===== src/rtl/fp_addsub_align_if.sv =====
// Handshake and data bundle for the FP add/sub operand-align stage.
// slave = the align block itself, master = upstream producer / downstream consumer.
interface fp_addsub_align_if;
  logic        in_valid;
  logic        in_ready;
  logic [31:0] op_a;
  logic [31:0] op_b;
  logic        op_sub;
  logic        flush;
  logic        out_valid;
  logic        out_ready;
  logic        sign1;
  logic        sign2;
  logic [47:0] mantissa_sum;
  logic        carry;
  logic [7:0]  exp_res;
  logic        zero;
  logic        sticky_bit;
  logic        is_nan;
  logic        is_inf;

  modport master (
    output in_valid, op_a, op_b, op_sub, flush, out_ready,
    input  in_ready, out_valid, sign1, sign2, mantissa_sum, carry,
           exp_res, zero, sticky_bit, is_nan, is_inf
  );

  modport slave (
    input  in_valid, op_a, op_b, op_sub, flush, out_ready,
    output in_ready, out_valid, sign1, sign2, mantissa_sum, carry,
           exp_res, zero, sticky_bit, is_nan, is_inf
  );
endinterface


===== src/rtl/fp_addsub_align.sv =====
// FP add/sub front end: unpack/compare/swap (stage 1), align + 48-bit magnitude
// add/sub with sticky (stage 2). Two-entry valid/ready pipeline with flush.
module fp_addsub_align (
  input  logic                clk,
  input  logic                reset_n,
  fp_addsub_align_if.slave    bus
);

  // Stage 1 registers
  logic        s1_valid;
  logic        s1_sign1;
  logic        s1_sign2;
  logic [23:0] s1_mant_lg;
  logic [23:0] s1_mant_sm;
  logic [7:0]  s1_diff;
  logic [7:0]  s1_exp;
  logic        s1_zero;
  logic        s1_nan;
  logic        s1_inf;

  logic s2_advance;
  logic accept;

  assign s2_advance  = ~bus.out_valid | bus.out_ready;
  assign bus.in_ready = ~s1_valid | s2_advance;
  assign accept      = bus.in_valid & bus.in_ready;

  // Unpack and swap
  logic [7:0]  exp_a, exp_b, eexp_a, eexp_b;
  logic [23:0] mant_a, mant_b;
  logic        sgn_a, sgn_b, a_is_lg;
  logic        zero_c, nan_c, inf_c;
  logic        sign1_c, sign2_c;
  logic [23:0] mant_lg_c, mant_sm_c;
  logic [7:0]  diff_c, exp_c;

  always_comb begin
    exp_a  = bus.op_a[30:23];
    exp_b  = bus.op_b[30:23];
    mant_a = {|exp_a, bus.op_a[22:0]};
    mant_b = {|exp_b, bus.op_b[22:0]};
    eexp_a = (exp_a == 8'd0) ? 8'd1 : exp_a;
    eexp_b = (exp_b == 8'd0) ? 8'd1 : exp_b;
    sgn_a  = bus.op_a[31];
    sgn_b  = bus.op_b[31] ^ bus.op_sub;
    a_is_lg = {eexp_a, mant_a} >= {eexp_b, mant_b};

    sign1_c   = sgn_b;
    sign2_c   = sgn_a;
    mant_lg_c = mant_b;
    mant_sm_c = mant_a;
    diff_c    = eexp_b - eexp_a;
    exp_c     = exp_b;
    if (a_is_lg) begin
      sign1_c   = sgn_a;
      sign2_c   = sgn_b;
      mant_lg_c = mant_a;
      mant_sm_c = mant_b;
      diff_c    = eexp_a - eexp_b;
      exp_c     = exp_a;
    end

    zero_c = (bus.op_a[30:0] == 31'd0) | (bus.op_b[30:0] == 31'd0);
    nan_c  = ((exp_a == 8'hFF) & (bus.op_a[22:0] != 23'd0)) |
             ((exp_b == 8'hFF) & (bus.op_b[22:0] != 23'd0));
    inf_c  = ((exp_a == 8'hFF) & (bus.op_a[22:0] == 23'd0)) |
             ((exp_b == 8'hFF) & (bus.op_b[22:0] == 23'd0));
  end

  always_ff @(posedge clk or negedge reset_n) begin
    if (!reset_n) begin
      s1_valid   <= 1'b0;
      s1_sign1   <= 1'b0;
      s1_sign2   <= 1'b0;
      s1_mant_lg <= '0;
      s1_mant_sm <= '0;
      s1_diff    <= '0;
      s1_exp     <= '0;
      s1_zero    <= 1'b0;
      s1_nan     <= 1'b0;
      s1_inf     <= 1'b0;
    end else if (bus.flush) begin
      s1_valid <= 1'b0;
    end else if (bus.in_ready) begin
      s1_valid <= bus.in_valid;
      if (accept) begin
        s1_sign1   <= sign1_c;
        s1_sign2   <= sign2_c;
        s1_mant_lg <= mant_lg_c;
        s1_mant_sm <= mant_sm_c;
        s1_diff    <= diff_c;
        s1_exp     <= exp_c;
        s1_zero    <= zero_c;
        s1_nan     <= nan_c;
        s1_inf     <= inf_c;
      end
    end
  end

  // Align and add/subtract
  logic [47:0] mant_big, mant_ext, mant_al, shift_mask;
  logic        sticky_c;
  logic [48:0] add_res;
  logic [47:0] sub_res;
  logic [47:0] sum_c;
  logic        carry_c;

  always_comb begin
    mant_big   = {s1_mant_lg, 24'd0};
    mant_ext   = {s1_mant_sm, 24'd0};
    shift_mask = '0;
    if (s1_diff >= 8'd48) begin
      mant_al  = '0;
      sticky_c = |s1_mant_sm;
    end else begin
      mant_al    = mant_ext >> s1_diff;
      shift_mask = (48'd1 << s1_diff) - 48'd1;
      sticky_c   = |(mant_ext & shift_mask);
    end
    add_res = {1'b0, mant_big} + {1'b0, mant_al};
    // Borrowing the sticky makes the difference the floor of the exact result
    sub_res = mant_big - mant_al - {47'd0, sticky_c};
    if (s1_sign1 == s1_sign2) begin
      sum_c   = add_res[47:0];
      carry_c = add_res[48];
    end else begin
      sum_c   = sub_res;
      carry_c = 1'b0;
    end
  end

  always_ff @(posedge clk or negedge reset_n) begin
    if (!reset_n) begin
      bus.out_valid    <= 1'b0;
      bus.sign1        <= 1'b0;
      bus.sign2        <= 1'b0;
      bus.mantissa_sum <= '0;
      bus.carry        <= 1'b0;
      bus.exp_res      <= '0;
      bus.zero         <= 1'b0;
      bus.sticky_bit   <= 1'b0;
      bus.is_nan       <= 1'b0;
      bus.is_inf       <= 1'b0;
    end else if (bus.flush) begin
      bus.out_valid <= 1'b0;
    end else if (s2_advance) begin
      bus.out_valid <= s1_valid;
      if (s1_valid) begin
        bus.sign1        <= s1_sign1;
        bus.sign2        <= s1_sign2;
        bus.mantissa_sum <= sum_c;
        bus.carry        <= carry_c;
        bus.exp_res      <= s1_exp;
        bus.zero         <= s1_zero;
        bus.sticky_bit   <= sticky_c;
        bus.is_nan       <= s1_nan;
        bus.is_inf       <= s1_inf;
      end
    end
  end

endmodule


===== src/flat_wrapper.sv =====
// flat-port wrapper written by rule: the top's interface ports become plain ports
module fp_addsub_align_flat 
  (clk, reset_n, bus_in_valid, bus_op_a, bus_op_b, bus_op_sub, bus_flush, bus_out_ready, bus_in_ready, bus_out_valid, bus_sign1, bus_sign2, bus_mantissa_sum, bus_carry, bus_exp_res, bus_zero, bus_sticky_bit, bus_is_nan, bus_is_inf);
  fp_addsub_align_if bus_i ();
  input  logic clk;
  input  logic reset_n;
  input wire logic [$bits(bus_i.in_valid)-1:0] bus_in_valid;
  input wire logic [$bits(bus_i.op_a)-1:0] bus_op_a;
  input wire logic [$bits(bus_i.op_b)-1:0] bus_op_b;
  input wire logic [$bits(bus_i.op_sub)-1:0] bus_op_sub;
  input wire logic [$bits(bus_i.flush)-1:0] bus_flush;
  input wire logic [$bits(bus_i.out_ready)-1:0] bus_out_ready;
  output wire logic [$bits(bus_i.in_ready)-1:0] bus_in_ready;
  output wire logic [$bits(bus_i.out_valid)-1:0] bus_out_valid;
  output wire logic [$bits(bus_i.sign1)-1:0] bus_sign1;
  output wire logic [$bits(bus_i.sign2)-1:0] bus_sign2;
  output wire logic [$bits(bus_i.mantissa_sum)-1:0] bus_mantissa_sum;
  output wire logic [$bits(bus_i.carry)-1:0] bus_carry;
  output wire logic [$bits(bus_i.exp_res)-1:0] bus_exp_res;
  output wire logic [$bits(bus_i.zero)-1:0] bus_zero;
  output wire logic [$bits(bus_i.sticky_bit)-1:0] bus_sticky_bit;
  output wire logic [$bits(bus_i.is_nan)-1:0] bus_is_nan;
  output wire logic [$bits(bus_i.is_inf)-1:0] bus_is_inf;
  assign bus_i.in_valid = bus_in_valid;
  assign bus_i.op_a = bus_op_a;
  assign bus_i.op_b = bus_op_b;
  assign bus_i.op_sub = bus_op_sub;
  assign bus_i.flush = bus_flush;
  assign bus_i.out_ready = bus_out_ready;
  assign bus_in_ready = bus_i.in_ready;
  assign bus_out_valid = bus_i.out_valid;
  assign bus_sign1 = bus_i.sign1;
  assign bus_sign2 = bus_i.sign2;
  assign bus_mantissa_sum = bus_i.mantissa_sum;
  assign bus_carry = bus_i.carry;
  assign bus_exp_res = bus_i.exp_res;
  assign bus_zero = bus_i.zero;
  assign bus_sticky_bit = bus_i.sticky_bit;
  assign bus_is_nan = bus_i.is_nan;
  assign bus_is_inf = bus_i.is_inf;
  fp_addsub_align u_core (.clk(clk), .reset_n(reset_n), .bus(bus_i));
endmodule

===== config.mk =====
export PLATFORM = sky130hd
export DESIGN_NAME = fp_addsub_align_flat
export DESIGN_NICKNAME = d
export VERILOG_FILES = /design/src/rtl/fp_addsub_align_if.sv /design/src/rtl/fp_addsub_align.sv /design/src/flat_wrapper.sv
export SDC_FILE = /design/constraint.sdc
export NUM_CORES = 1
export LEC_CHECK = 0
export ABC_CLOCK_PERIOD_IN_PS = 12400
export BUFFER_PORTS_ARGS = -buffer_cell sky130_fd_sc_hd__buf_2
export CAP_MARGIN = 20
export CELL_PAD_IN_SITES_DETAIL_PLACEMENT = 1
export CELL_PAD_IN_SITES_GLOBAL_PLACEMENT = 2
export CORE_MARGIN = 2
export CORE_UTILIZATION = 30
export DETAILED_ROUTE_END_ITERATION = 12
export PLACE_DENSITY = 0.8
export SLEW_MARGIN = 0
export SYNTH_ARGS = -nofsm -noshare
export SYNTH_HDL_FRONTEND = slang
export SYNTH_SLANG_ARGS = --single-unit

===== constraint.sdc =====
create_clock -name clk -period 12.4 [get_ports clk]
set_input_delay 2.48 -clock clk [delete_from_list [all_inputs] [get_ports clk]]
set_output_delay 2.48 -clock clk [all_outputs]
set_load 0.01 [all_outputs]

==> key figures <==
Outcome
  • Outcome: finished clean

CTS
  • Clock latency on the worst-skew pair: just under 0.5 ns
  • # clock sinks: 134
  • Clk slew on worst S/H paths: 0.07 ns
  • CTS tree: built
  • Clk buf depth: 2
  • CTS Hold Buffers Added: 0
  • Cts bufs inserted: 17
  • Root Buffer: clkbuf_16
  • H-tree Lvls: 4
  • Resized Gates After CTS: 0
  • Post-CTS Setup Inserts: 0

Detailed routing
  • TritonRoute pass-1 iters: 7
  • DR vias: 13400
  • # DRC: 0
  • Antenna Violating Nets Remaining: 0
  • DR WL/cell: 19.9 um
  • Post-DR vias/cell: 5.32
  • Initial DRC count: just over 700
  • DRT Wirelength: roughly 50000 um

Floorplan
  • CORE AREA: around 0.045 mm^2
  • Die height: 219 um
  • Starting Density: 0.304
  • Full die area: approximately 0.048 mm^2
  • Num rows: 78
  • Die W: approximately 220 um
  • Ports: 135

Logic synthesis
  • Yosys top cell by area: dfrtp_1
  • Synthesized flop and latch total: 134
  • Yosys Warn Count: 0
  • Synthesized Nets: 2045
  • Synth Flop Type: dfrtp_1
  • Synth cell types: 86
  • Top cells by area, synth: dfrtp_1, ha_1, nand2_1, a21oi_1, o21ai_0
  • Async SR Flop Fraction: 1.00
  • Post-synth top area share: 0.243
  • Post-Syn Area: 0.0138 mm^2
  • Sequential cell area fraction in the yosys report: 0.243
  • Synthesized area per cell: 7.52 um^2
  • Post-synth EDFFs: 0
  • Synth Instances: 1838

STA
  • Setup Skew: 0.0149 ns
  • Period minus WS final: 6.33 ns
  • Hold Vio Cnt, Final: 0
  • Slew @ Worst Pin: 1.06 ns
  • Slew headroom: 0.290
  • RSZ-0062 raised after global routing: false
  • FMAX: ~160 MHz
  • Worst hold margin: 0.473 ns
  • Final setup vio count: 0
  • Setup tns final: 0 ns
  • Final period utilization: 0.510
  • Pins Over Slew Limit: 0

Place
  • Final Wtd Congestion: roughly 0.9
  • Post-detail-place hpwl: 39600 um
  • Placed Area: 0.0150 mm^2
  • Port bufs: 134

Power and ir drop
  • Max VDD drop: 0.000113 V
  • P per Cell Area: 197 mW/mm^2
  • Leakage: approximately 7.4 nW

GRT
  • First-pass GRT wire length: between 70000 and 80000 um
  • Vias in the first global route: 13900
  • Congestion Overflow GR: 0
  • Initial antenna violation count: 5
  • Largest net degree at the start of global routing: 95
  • Total Routing Usage GR: 0.216

Final layout
  • Design area: about 0.016 mm^2
  • Layout cells sized above 1: 0.120
  • Final #Nets: 2110
  • Layout area overhead: 12.6%

Critical path
  • Crit path capture type: register
  • CP required: 12.80 ns
  • Startpoint Class: register
  • Worst EP arrival: 6.73 ns
  • Critical path class: reg -> reg
  • CP Max Fanout: 22

Run
  • Max cap viols: 0

Min path
  • Hold Crit Class: reg -> reg
[final timing paths]
check / startpoint / to / slack (ns) / cells after the start
max: u_core.s1_diff[5] / u_core.bus.mantissa_sum[45] / 6.07 / 26
max reg2reg: u_core.s1_diff[5] / u_core.bus.mantissa_sum[45] / 6.07 / 26
min: u_core.bus.zero / u_core.bus.zero / 0.47 / 2
max in group asynchronous: reset_n / u_core.bus.zero / 9.43 / 2
min in group asynchronous: reset_n / u_core.bus.mantissa_sum[0] / 1.89 / 1
min reg2reg: u_core.bus.zero / u_core.bus.zero / 0.47 / 2
[Yosys cell counts (all sizes together) (11+ instances only)]
master,n
nor4,15
o21ai,172
nand2b,31
nor3,29
o22ai,14
nor2b,21
ha,134
xor2,25
dfrtp,134
a31oi,17
inv,150
nor2,187
mux2i,54
mux4,11
a211oi,19
clkbuf,78
o21bai,17
buf,27
nand2,232
a21oi,173
o22a,11
a21o,52
xnor2,46
nand3,26
nand4,20
[state kept, by name, indices dropped and copies added (netlist names)]
register	count
u_core.s1_sign2	1
u_core.s1_valid	1
u_core.s1_sign1	1
u_core.bus.mantissa_sum	48
u_core.bus.exp_res	8
u_core.s1_inf	1
u_core.bus.sign1	1
u_core.s1_diff	8
u_core.bus.carry	1
u_core.s1_mant_lg	24
u_core.s1_mant_sm	24
u_core.bus.is_inf	1
u_core.s1_nan	1
u_core.bus.sign2	1
u_core.bus.is_nan	1
u_core.bus.out_valid	1
u_core.s1_exp	8
u_core.s1_zero	1
u_core.bus.sticky_bit	1
u_core.bus.zero	1
[worst max-delay path, stage by stage (launching register included)]
cell,delay (ns)
dfrtp_1,0.33
buf_4,0.28
nor2b_1,0.56
nand3_1,0.23
o21a_1,0.16
a311oi_1,0.25
a32oi_1,0.15
o32ai_1,0.32
nand3_1,0.12
a31oi_1,0.21
a21boi_0,0.22
o22a_1,0.20
ha_1,0.16
ha_1,0.18
inv_1,0.06
ha_1,0.20
or2_2,0.31
a21oi_1,0.28
o31ai_1,0.15
a21oi_1,0.43
a22o_1,0.31
o21a_1,0.22
a221oi_2,0.11
o21ai_0,0.37
o31ai_1,0.13
xor2_1,0.16
o21ai_0,0.16
[layer usage]
layer	part of all wire	up-vias	GRT usage
met4	0.025	2	0.0726
met2	0.47	256	0.352
li1	-	6571	-
met5	0.00026	-	0
met3	0.033	57	0.0331
met1	0.47	6524	0.289
[report_power, final]
part	leakage [nW]	switching, mW	internal, mW
Sequential	1.68	0.111	0.556
Combinational	5.45	1.16	0.722
Clock	0.275	0.246	0.264
[layout make-up]
cell class	instances	area (um^2)
inverter	151	567
timing repair buffer	151	825
antenna	3	7.51
multi-input combinational	1448	9490
clock buffer	17	425
fill	5664	29800
clock inverter	15	139
sequential	134	3350
tap	600	751
[placed cells by master (no fill, tap or decap), drive strengths merged, types with 26 or more instances in the layout]
cell,synthesis,layout
buf,27,151
nand3,26,26
o21ai,172,172
a21oi,173,173
mux2i,54,54
ha,134,134
nor3,29,29
nand2b,31,31
a21o,52,52
nand2,232,232
dfrtp,134,134
xnor2,46,46
nor2,187,187
inv,150,158
[metrics by stage]
| stage | utilization | setup WS (ns) | power (mW) | cells |
|---|---|---|---|---|
| 2_1_floorplan | - | 7.09 | 1.99 | 1838 |
| 3_3_place_gp | 0.330 | 6.15 | 2.52 | 2483 |
| 3_5_place_dp | 0.330 | 6.08 | 2.55 | 2483 |
| 4_1_cts | 0.342 | 6.07 | 3.08 | 2515 |
| 5_1_grt | 0.343 | 5.60 | 3.33 | 2518 |
| 6_report | 0.343 | 6.07 | 3.06 | 2519 |
[cell families after synthesis]
logic type | Yosys count | synth area share
buf+inv | 256 | 0.0729
flops | 134 | 0.243
compound gates | 565 | 0.254
xor+xnor | 71 | 0.0450
simple gates | 600 | 0.193
fa+ha+maj | 137 | 0.126
mux | 75 | 0.0664
Power figures use the tool's default switching activity.
